`config.mk`:
```
export PLATFORM = sky130hd
export DESIGN_NAME = uart_rx_ctrl
export DESIGN_NICKNAME = d
export VERILOG_FILES = /design/src/rtl/uart_rx_ctrl.sv
export SDC_FILE = /design/constraint.sdc
export NUM_CORES = 1
export LEC_CHECK = 0
export ABC_AREA = 1
export CAP_MARGIN = 20
export CORE_MARGIN = 4
export CORE_UTILIZATION = 45
export DETAILED_ROUTE_END_ITERATION = 7
export HOLD_SLACK_MARGIN = 0.05
export PLACE_DENSITY = 0.76
export RECOVER_POWER = 25
export SLEW_MARGIN = 0
export SYNTH_ARGS = -nofsm -noshare
export SYNTH_HDL_FRONTEND = slang
export SYNTH_SLANG_ARGS = --single-unit
```
`constraint.sdc`:
```
create_clock -name clk -period 1.9 [get_ports clk]
set_input_delay 0.38 -clock clk [delete_from_list [all_inputs] [get_ports clk]]
set_output_delay 0.38 -clock clk [all_outputs]
set_load 0.02 [all_outputs]
```
`src/rtl/uart_rx_ctrl.sv`:
```
// UART receive sequencer: 16x oversampled start qualification, LSB-first data, optional parity, stop.
// Build option UART_RX_MAJORITY_EN: 2-of-3 majority vote over the ticks ending at each sample point.
module uart_rx_ctrl #(
  parameter int OVS    = 16,
  parameter int DATA_W = 8
) (
  input  logic              clk,
  input  logic              rst,
  input  logic              baud_tick,
  input  logic              rx_in,
  input  logic [1:0]        parity_type,
  output logic [DATA_W-1:0] data,
  output logic              start_bit,
  output logic              parity_bit,
  output logic              stop_bit,
  output logic [1:0]        parity_type_q,
  output logic              recieved_flag,
  output logic              busy
);

  // state  | meaning
  // IDLE   | line idle, waiting for a low sample on a baud tick
  // START  | counting to the middle of the start bit, then qualify it
  // DATA   | sampling DATA_W bits at the middle of each bit, LSB first
  // PARITY | sampling the parity bit (even/odd frames only)
  // STOP   | sampling the stop bit, publishing the frame fields
  // DONE   | one-cycle recieved_flag strobe, then back to IDLE

  localparam int TW = $clog2(OVS);
  localparam int BW = (DATA_W > 1) ? $clog2(DATA_W) : 1;
  localparam logic [TW-1:0] T_MID  = TW'(OVS / 2 - 1);
  localparam logic [TW-1:0] T_LAST = TW'(OVS - 1);
  localparam logic [BW-1:0] B_LAST = BW'(DATA_W - 1);

  typedef enum logic [2:0] {
    S_IDLE,
    S_START,
    S_DATA,
    S_PARITY,
    S_STOP,
    S_DONE
  } state_t;

  state_t            state;
  logic [TW-1:0]     tick_cnt;
  logic [BW-1:0]     bit_cnt;
  logic [DATA_W-1:0] shreg;
  logic              par_s;
  logic [1:0]        frame_pt;
  logic              samp;
  logic              parity_en;
  logic              at_last;

`ifdef UART_RX_MAJORITY_EN
  // hist[0] holds rx_in from the previous tick, hist[1] from the one before.
  logic [1:0] hist;

  always_ff @(posedge clk) begin
    if (rst) begin
      hist <= 2'b11;
    end else if (baud_tick) begin
      hist <= {hist[0], rx_in};
    end
  end

  assign samp = (hist[1] & hist[0]) | (hist[1] & rx_in) | (hist[0] & rx_in);
`else
  assign samp = rx_in;
`endif

  assign parity_en = frame_pt[0] ^ frame_pt[1];
  assign at_last   = baud_tick && (tick_cnt == T_LAST);

  always_ff @(posedge clk) begin
    if (rst) begin
      state         <= S_IDLE;
      tick_cnt      <= '0;
      bit_cnt       <= '0;
      shreg         <= '0;
      par_s         <= 1'b0;
      frame_pt      <= 2'b00;
      data          <= '0;
      start_bit     <= 1'b0;
      parity_bit    <= 1'b0;
      stop_bit      <= 1'b1;
      parity_type_q <= 2'b00;
      recieved_flag <= 1'b0;
      busy          <= 1'b0;
    end else begin
      recieved_flag <= 1'b0;
      case (state)
        S_IDLE: begin
          if (baud_tick && !rx_in) begin
            state    <= S_START;
            busy     <= 1'b1;
            tick_cnt <= '0;
            bit_cnt  <= '0;
            frame_pt <= parity_type;
          end
        end

        S_START: begin
          if (baud_tick) begin
            if (tick_cnt == T_MID) begin
              tick_cnt <= '0;
              if (samp) begin
                // Too short to be a start bit: drop it and leave the outputs alone.
                state <= S_IDLE;
                busy  <= 1'b0;
              end else begin
                start_bit <= 1'b0;
                state     <= S_DATA;
              end
            end else begin
              tick_cnt <= tick_cnt + 1'b1;
            end
          end
        end

        S_DATA: begin
          if (at_last) begin
            shreg[bit_cnt] <= samp;
            tick_cnt       <= '0;
            if (bit_cnt == B_LAST) begin
              bit_cnt <= '0;
              if (parity_en) begin
                state <= S_PARITY;
              end else begin
                par_s <= 1'b0;
                state <= S_STOP;
              end
            end else begin
              bit_cnt <= bit_cnt + 1'b1;
            end
          end else if (baud_tick) begin
            tick_cnt <= tick_cnt + 1'b1;
          end
        end

        S_PARITY: begin
          if (at_last) begin
            par_s    <= samp;
            tick_cnt <= '0;
            state    <= S_STOP;
          end else if (baud_tick) begin
            tick_cnt <= tick_cnt + 1'b1;
          end
        end

        S_STOP: begin
          if (at_last) begin
            // Fields are published together so errorch never sees a half-updated frame.
            data          <= shreg;
            parity_bit    <= par_s;
            stop_bit      <= samp;
            parity_type_q <= frame_pt;
            recieved_flag <= 1'b1;
            tick_cnt      <= '0;
            state         <= S_DONE;
          end else if (baud_tick) begin
            tick_cnt <= tick_cnt + 1'b1;
          end
        end

        S_DONE: begin
          tick_cnt <= '0;
          busy     <= 1'b0;
          state    <= S_IDLE;
        end

        default: begin
          tick_cnt <= '0;
          busy     <= 1'b0;
          state    <= S_IDLE;
        end
      endcase
    end
  end

endmodule

```
==> results of run 1 <==
==> registers in the layout, indices dropped and copies added, names as in the netlist <==
register	count
par_s	1
parity_bit	1
stop_bit	1
bit_cnt	3
parity_type_q	2
state	3
shreg	8
recieved_flag	1
frame_pt	2
busy	1
tick_cnt	4
data	8
==> per-layer routing <==
metal,wire (um),global-route usage,vias up,share of wire
li1,-,-,860,-
met1,1750,0.199,688,0.49
met2,1580,0.245,42,0.45
met3,199,0.0469,2,0.056
met4,22,0.0501,0,0.0062
met5,0,0,-,0
==> worst reg2reg max path: stages, from the launching register on <==
cell and delay (ns):
sky130_fd_sc_hd__dfxtp_1 0.43, sky130_fd_sc_hd__ha_1 0.20, sky130_fd_sc_hd__nand2_1 0.12, sky130_fd_sc_hd__nor2_4 0.17, sky130_fd_sc_hd__nand2_1 0.17, sky130_fd_sc_hd__inv_1 0.17
sky130_fd_sc_hd__nand2_4 0.08, sky130_fd_sc_hd__nor3_1 0.14, sky130_fd_sc_hd__nor2_1 0.07
==> worst max-delay path by stage <==
| stage | from | endpoint | slack [ns] | cells past startpoint |
|---|---|---|---|---|
| 2_1_floorplan | tick_cnt[0] | state[1] | 0.51 | 10 |
| 3_3_place_gp | baud_tick | state[0] | 0.1 | 9 |
| 3_5_place_dp | baud_tick | state[2] | 0.05 | 9 |
| 4_1_cts | data[0] | data[0] | 0.27 | 1 |
| 5_1_grt | baud_tick | shreg[4] | 0.09 | 9 |
| 6_report | baud_tick | tick_cnt[0] | 0.22 | 8 |
==> logic make-up (layout without fill, tap and decap cells) <==
family	Yosys count	count (layout)	share of synthesized area
AO/OA/AOI/OAI	45	45	0.134
adder cells (fa/ha/maj)	3	3	0.0211
buffers and inverters	38	63	0.0937
flip-flops	35	35	0.394
other	1	1	0.00211
AND/OR/NAND/NOR	132	132	0.355
==> power by group through the flow <==
stage | Sequential, mW | Combinational [mW] | Clock [mW]
floorplan | 0.893 | 0.632 | 0
global placement | 0.929 | 0.729 | 0
detailed placement | 0.931 | 0.735 | 0
CTS | 0.914 | 0.738 | 0.681
global route | 0.926 | 0.837 | 0.719
finish | 0.915 | 0.714 | 0.663
==> layout by cell type, fill, tap and decap left out, types with 2 or more instances in the layout <==
master / count
sky130_fd_sc_hd__dlygate4sd3_1: 2
sky130_fd_sc_hd__nand3_2: 2
sky130_fd_sc_hd__clkdlybuf4s50_1: 17
sky130_fd_sc_hd__nand2_2: 3
sky130_fd_sc_hd__nand4_1: 6
sky130_fd_sc_hd__nand2_1: 53
sky130_fd_sc_hd__nor2_1: 41
sky130_fd_sc_hd__a21oi_1: 23
sky130_fd_sc_hd__o21ai_0: 19
sky130_fd_sc_hd__ha_1: 3
sky130_fd_sc_hd__buf_4: 3
sky130_fd_sc_hd__clkbuf_8: 5
sky130_fd_sc_hd__inv_1: 29
sky130_fd_sc_hd__nor2_4: 3
sky130_fd_sc_hd__dfxtp_1: 35
sky130_fd_sc_hd__inv_2: 2
sky130_fd_sc_hd__nor3_1: 2
sky130_fd_sc_hd__clkbuf_1: 2
sky130_fd_sc_hd__nor2_2: 2
sky130_fd_sc_hd__nand3_1: 17
sky130_fd_sc_hd__nand2_4: 2
==> area by class of cell <==
type | instances | share of cell area
clock buffers | 5 | 0.0327
clock inverters | 3 | 0.0208
inverters | 31 | 0.0554
multi-input cells | 181 | 0.424
flip-flops and latches | 35 | 0.333
well taps | 48 | 0.0286
repair buffers | 24 | 0.105
==> impl_summary.txt, run 1 <==
----------------------------------------------------
[Route]
  Post-route antenna net violation count ... 0
  Number of DRC violations after detailed routing ... 0
  DRT Pass-1 Iters ... 4
  Final WL ... 3.55 mm
  Routed length per placed instance ... 10.8 um
  Number of DRC violations after detailed-routing iteration 0 ... 113
  Vias post-DR ... 1592
  Number of vias per cell after detailed routing ... 4.87

[STA]
  Worst-margin pin slew ... 0.499 ns
  Pins over their slew limit ... 0
  Worst hold margin ... 0.456 ns
  Skew final ... 0.00869 ns
  Clock period minus final worst setup slack ... 1.68 ns
  FMAX ... 595 MHz
  Post-route setup slack ... 0.219 ns
  Endpoints failing hold ... 0
  Worst slew margin relative to its limit ... 0.667
  Share of the clock period used by the worst path after layout ... 0.885
  Final Setup Violations ... 0
  RSZ-0062 raised after global routing ... no
  Post-Route Setup TNS ... 0 ns

[Synthesis]
  Yosys warnings ... 0
  Syn avg cell area ... 6.99 um^2
  Synth unique cells ... 25
  Async set-reset flop share out of synthesis ... 0
  Leading cell type by number of instances after synthesis ... sky130_fd_sc_hd__nand2_1
  Dominant register cell in the synthesized netlist ... sky130_fd_sc_hd__dfxtp_1
  Netlist area before placement ... 1780 um^2
  Area share of the largest cell type after synthesis ... 0.394
  Share of the yosys chip area belonging to registers ... 0.394
  Number of nets produced by synthesis ... 263
  Synthesized netlist cell count ... 254
  Largest cells by area after synthesis ... sky130_fd_sc_hd__dfxtp_1 (39%), sky130_fd_sc_hd__nand2_1 (11%), sky130_fd_sc_hd__nor2_1 (8.2%), sky130_fd_sc_hd__a21oi_1 (6.5%), sky130_fd_sc_hd__inv_1 (5.9%)
  Most frequent cells after synthesis ... sky130_fd_sc_hd__nand2_1 (50), sky130_fd_sc_hd__nor2_1 (39), sky130_fd_sc_hd__dfxtp_1 (35)
  Number of enable flip-flop cells after synthesis ... 0
  #FFs+latches synth ... 35
  Cell type with the highest aggregate area in the netlist ... sky130_fd_sc_hd__dfxtp_1

[Floorplan]
  Height of the die ... 70.8 um
  Std-Cell Rows ... 22
  Die span in x ... 70.8 um
  Area of the core ... 3740 um^2
  Floorplan die area ... 5020 um^2
  Initial core utilization ... 0.475
  Number of I/O pins ... 21

[Pwr]
  Peak ir drop on the vdd network ... 0.000585 V
  Total power after layout ... 2.29 mW
  Fraction of power consumed by sequential logic ... 0.399
  Int Power ... 1.45 mW
  Switching share of power ... 0.367
  Power share of the combinational group ... 0.312
  Fraction of power consumed by the clock network ... 0.289
  Cell area power density ... 1090 nW/um^2
  LEAKAGE ... 0.925 nW
  Reported net switching power ... 0.842 mW

[Flow run]
  Count of max-cap constraint violations ... 0

[Global route]
  Initial antenna violation count ... 0
  Via count of the first global-routing pass ... 1432
  Wire length of the first global-routing pass ... 6.23 mm
  Maximum number of pins on one net before global-route repair ... 30
  Congestion Overflow GR ... 0
  Global router's overall resource usage ... 0.154

[Layout]
  Area used by multi-input combinational logic ... 892 um^2
  Net total in the final layout ... 287
  Post-Layout Inst Area ... 2100 um^2
  Core occupancy in the finished layout ... 0.561
  Ratio of cells with drive above 1 in the final layout ... 0.100
  Area used by sequential logic in the layout ... 701 um^2
  FILL cells ... 379
  Antenna Cells ... 0
  Count of placed standard cells in the final layout, fillers left out ... 327
  Growth of design area from synthesis to finish ... 18.3%

[Critical path]
  Critical path peak fanout ... 5
  Sort of element at the end of the critical path ... flop
  Worst endpoint required time ... 2.11 ns
  Critical Path Source Type ... input port
  List of cells traversed by the critical path ... dlygate4sd3_1 -> inv_1 -> nor2_1 -> nor2_1 -> inv_1 -> nand2_1 -> nand2_1 -> a21oi_1
  Critical register-to-register path startpoint ... tick_cnt[0]
  Delay contributed by the slowest stage of the critical path ... 0.59 ns
  Data arrival time of the critical path ... 1.89 ns
  Endpoint of the most critical register-to-register path ... shreg[6]
  Cell family with most CP delay ... buffers and inverters
  Library cell contributing the largest single delay on the critical path ... sky130_fd_sc_hd__dlygate4sd3_1
  Worst Path Class, Setup ... in2reg
  Worst Reg-to-Reg Cells ... 8
  Worst Path Buf+Inv ... 3
  Worst reg-to-reg setup slack ... 0.25 ns

[Clock tree]
  Clock sink total ... 35
  Clock buffer depth ... 2
  Clk pin slew, worst setup/hold paths ... 0.08 ns
  Buffer count from post-CTS setup fixing ... 0
  CTS tree ... done
  Number of resized instances in the post-cts repair step ... 0
  Worst skew pair latency ... 0.29 ns
  H-tree depth ... 2
  Clk Tree Root Cell ... sky130_fd_sc_hd__clkbuf_8
  CTS Buf Count ... 5
  Cts hold-fix bufs ... 0

[Place]
  Number of I/O port buffers ... 19
  GP Congestion ... 0.879
  Area after detailed placement ... 2010 um^2
  Total instance count after detailed placement ... 319
  Estimated wirelength of the detail-placed design ... 2.62 mm
  Pre-CTS setup slack ... 0.0539 ns

[Min path]
  Hold wc startpoint ... shreg[5]
  Hold Path Depth ... 2
  Endpoint with the worst hold slack ... shreg[5]
  Worst hold-check path type ... reg2reg

[Run status]
  Run status ... finished clean

----------------------------------------------------
Power figures use the tool's default switching activity.
==> inputs of run 2 (changes only) <==
- CORE_UTILIZATION: 45 -> 50
- PLACE_DENSITY: 0.76 -> 0.83
- TNS_END_PERCENT: default -> 1
==> impl_summary.txt, run 2 (synthesized netlist as in run 1, its figures left out) <==
----------------------------------------------------
[Pwr]
  Power share of the combinational group ... 0.337
  Reported net switching power ... 0.835 mW
  LEAKAGE ... 0.916 nW
  Switching share of power ... 0.383
  Fraction of power consumed by the clock network ... 0.244
  Peak ir drop on the vdd network ... 0.000452 V
  Int Power ... 1.34 mW
  Cell area power density ... 1040 nW/um^2
  Fraction of power consumed by sequential logic ... 0.420

[Global route]
  Via count of the first global-routing pass ... 1499
  Congestion Overflow GR ... 0
  Initial antenna violation count ... 0
  Maximum number of pins on one net before global-route repair ... 28
  Wire length of the first global-routing pass ... 6.35 mm
  M3 GR Usage ... 0.0349
  Global router's overall resource usage ... 0.183
  Met1 GRT Util ... 0.221
  Met2 layer usage reported by global route ... 0.313
  GRT Max-Usage Layer ... met2

[Place]
  Number of I/O port buffers ... 19
  Estimated wirelength of the detail-placed design ... 2.69 mm
  GP Congestion ... 0.925
  Pre-CTS setup slack ... 0.0518 ns
  Total instance count after detailed placement ... 317
  Area after detailed placement ... 2020 um^2

[Critical path]
  Critical path peak fanout ... 2
  Library cell contributing the largest single delay on the critical path ... sky130_fd_sc_hd__clkdlybuf4s50_1
  List of cells traversed by the critical path ... clkdlybuf4s50_1
  Delay contributed by the slowest stage of the critical path ... 0.62 ns
  Critical Path Source Type ... flop
  Launching instance or port of the critical path ... data[0]
  Sort of element at the end of the critical path ... output pin
  Worst reg-to-reg setup slack ... 0.23 ns
  Critical register-to-register path startpoint ... tick_cnt[0]
  Worst Path Buf+Inv ... 1
  Worst endpoint required time ... 1.52 ns
  Worst Reg-to-Reg Cells ... 8
  Endpoint of the most critical register-to-register path ... shreg[4]
  Data arrival time of the critical path ... 1.31 ns
  Cell family with most CP delay ... buffers and inverters
  Worst Path Class, Setup ... reg2out

[Layout]
  Ratio of cells with drive above 1 in the final layout ... 0.108
  Most frequent cells in the layout ... sky130_fd_sc_hd__nand2_1 (52), sky130_fd_sc_hd__nor2_1 (41), sky130_fd_sc_hd__dfxtp_1 (35)
  FILL cells ... 338
  Net total in the final layout ... 287
  Biggest regs ... data (8), shreg (8), tick_cnt (4)
  Growth of design area from synthesis to finish ... 17.5%
  Count of placed standard cells in the final layout, fillers left out ... 325
  Most common cell after layout, fill and taps aside ... sky130_fd_sc_hd__nand2_1
  Post-Layout Inst Area ... 2090 um^2
  Core occupancy in the finished layout ... 0.616
  Antenna Cells ... 0

[STA]
  Share of the clock period used by the worst path after layout ... 0.891
  RSZ-0062 raised after global routing ... no
  Post-route setup slack ... 0.207 ns
  Clock period minus final worst setup slack ... 1.69 ns
  FMAX ... 591 MHz
  Post-Route Setup TNS ... 0 ns
  Skew final ... 0.00623 ns
  Endpoints failing hold ... 0
  Final Setup Violations ... 0
  Pins over their slew limit ... 0

[Route]
  Routed length per placed instance ... 11.3 um
  Vias post-DR ... 1623
  Number of vias per cell after detailed routing ... 4.99
  Number of DRC violations after detailed-routing iteration 0 ... 122
  Number of DRC violations after detailed routing ... 0
  Post-route antenna net violation count ... 0
  DRT Pass-1 Iters ... 4
  Final WL ... 3.68 mm

[Clock tree]
  Cts hold-fix bufs ... 0
  Clk pin slew, worst setup/hold paths ... 0.11 ns
  Number of resized instances in the post-cts repair step ... 0
  Clock sink total ... 35
  CTS tree ... done
  Buffer count from post-CTS setup fixing ... 0
  Clock buffer depth ... 2
  Worst skew pair latency ... 0.33 ns
  CTS Buf Count ... 5
  H-tree depth ... 2
  Clk Tree Root Cell ... sky130_fd_sc_hd__clkbuf_4

[Floorplan]
  Floorplan die area ... 4570 um^2
  Die span in x ... 67.6 um
  Height of the die ... 67.6 um
  Area of the core ... 3390 um^2
  Initial core utilization ... 0.524
  Std-Cell Rows ... 21
  Number of I/O pins ... 21

[Flow run]
  Count of max-cap constraint violations ... 0

[Min path]
  Worst hold-check path type ... reg2reg
  Hold Path Depth ... 2
  Endpoint with the worst hold slack ... shreg[3]
  Hold wc startpoint ... shreg[3]

[Run status]
  Run status ... finished clean

----------------------------------------------------
## run 2: cell types whose count changed in the layout (fill, tap and decap cells not counted), sizes merged
cell / previous run / this run
clkdlybuf4s50: 17 / 18
buf: 3 / 4
clkbuf: 7 / 6
dlygate4sd3: 2 / 1
## run 2: stage by stage
step | hold slack (ns) | power (mW)
global route | 0.483 | 2.35
detailed placement | 0.447 | 1.67
CTS | 0.466 | 2.21
finish | 0.462 | 2.18
global placement | 0.442 | 1.65
floorplan | 0.427 | 1.53
## run 2: worst max-delay path by stage
stage / cells past startpoint / end / slack (ns)
final: 1 / data[0] / 0.21
after global routing: 8 / shreg[4] / 0.09
after CTS: 1 / data[0] / 0.20
after detailed placement: 7 / data[1] / 0.05
after global placement: 9 / state[0] / 0.12
after floorplan: 10 / state[1] / 0.51
## run 2: layout make-up
| type | count | area (um^2) | area share |
|---|---|---|---|
| repair buffers | 24 | 236 | 0.113 |
| well taps | 46 | 57.6 | 0.0276 |
| flip-flops and latches | 35 | 701 | 0.336 |
| clock buffers | 5 | 37.5 | 0.0180 |
| inverters | 31 | 116 | 0.0558 |
| multi-input cells | 181 | 895 | 0.429 |
| clock inverters | 3 | 43.8 | 0.0210 |
## run 2: routing by layer
metal | wire, um | share of wire
met1 | 1690 | 0.46
met2 | 1760 | 0.48
met3 | 179 | 0.049
met4 | 57 | 0.015
met5 | 0 | 0
## run 2: power groups by stage
stage,logic (mW),clock network [mW],registers [mW]
floorplan,0.632,0,0.893
global placement,0.726,0,0.928
detailed placement,0.738,0,0.929
CTS,0.751,0.545,0.914
global route,0.843,0.579,0.928
finish,0.733,0.531,0.914
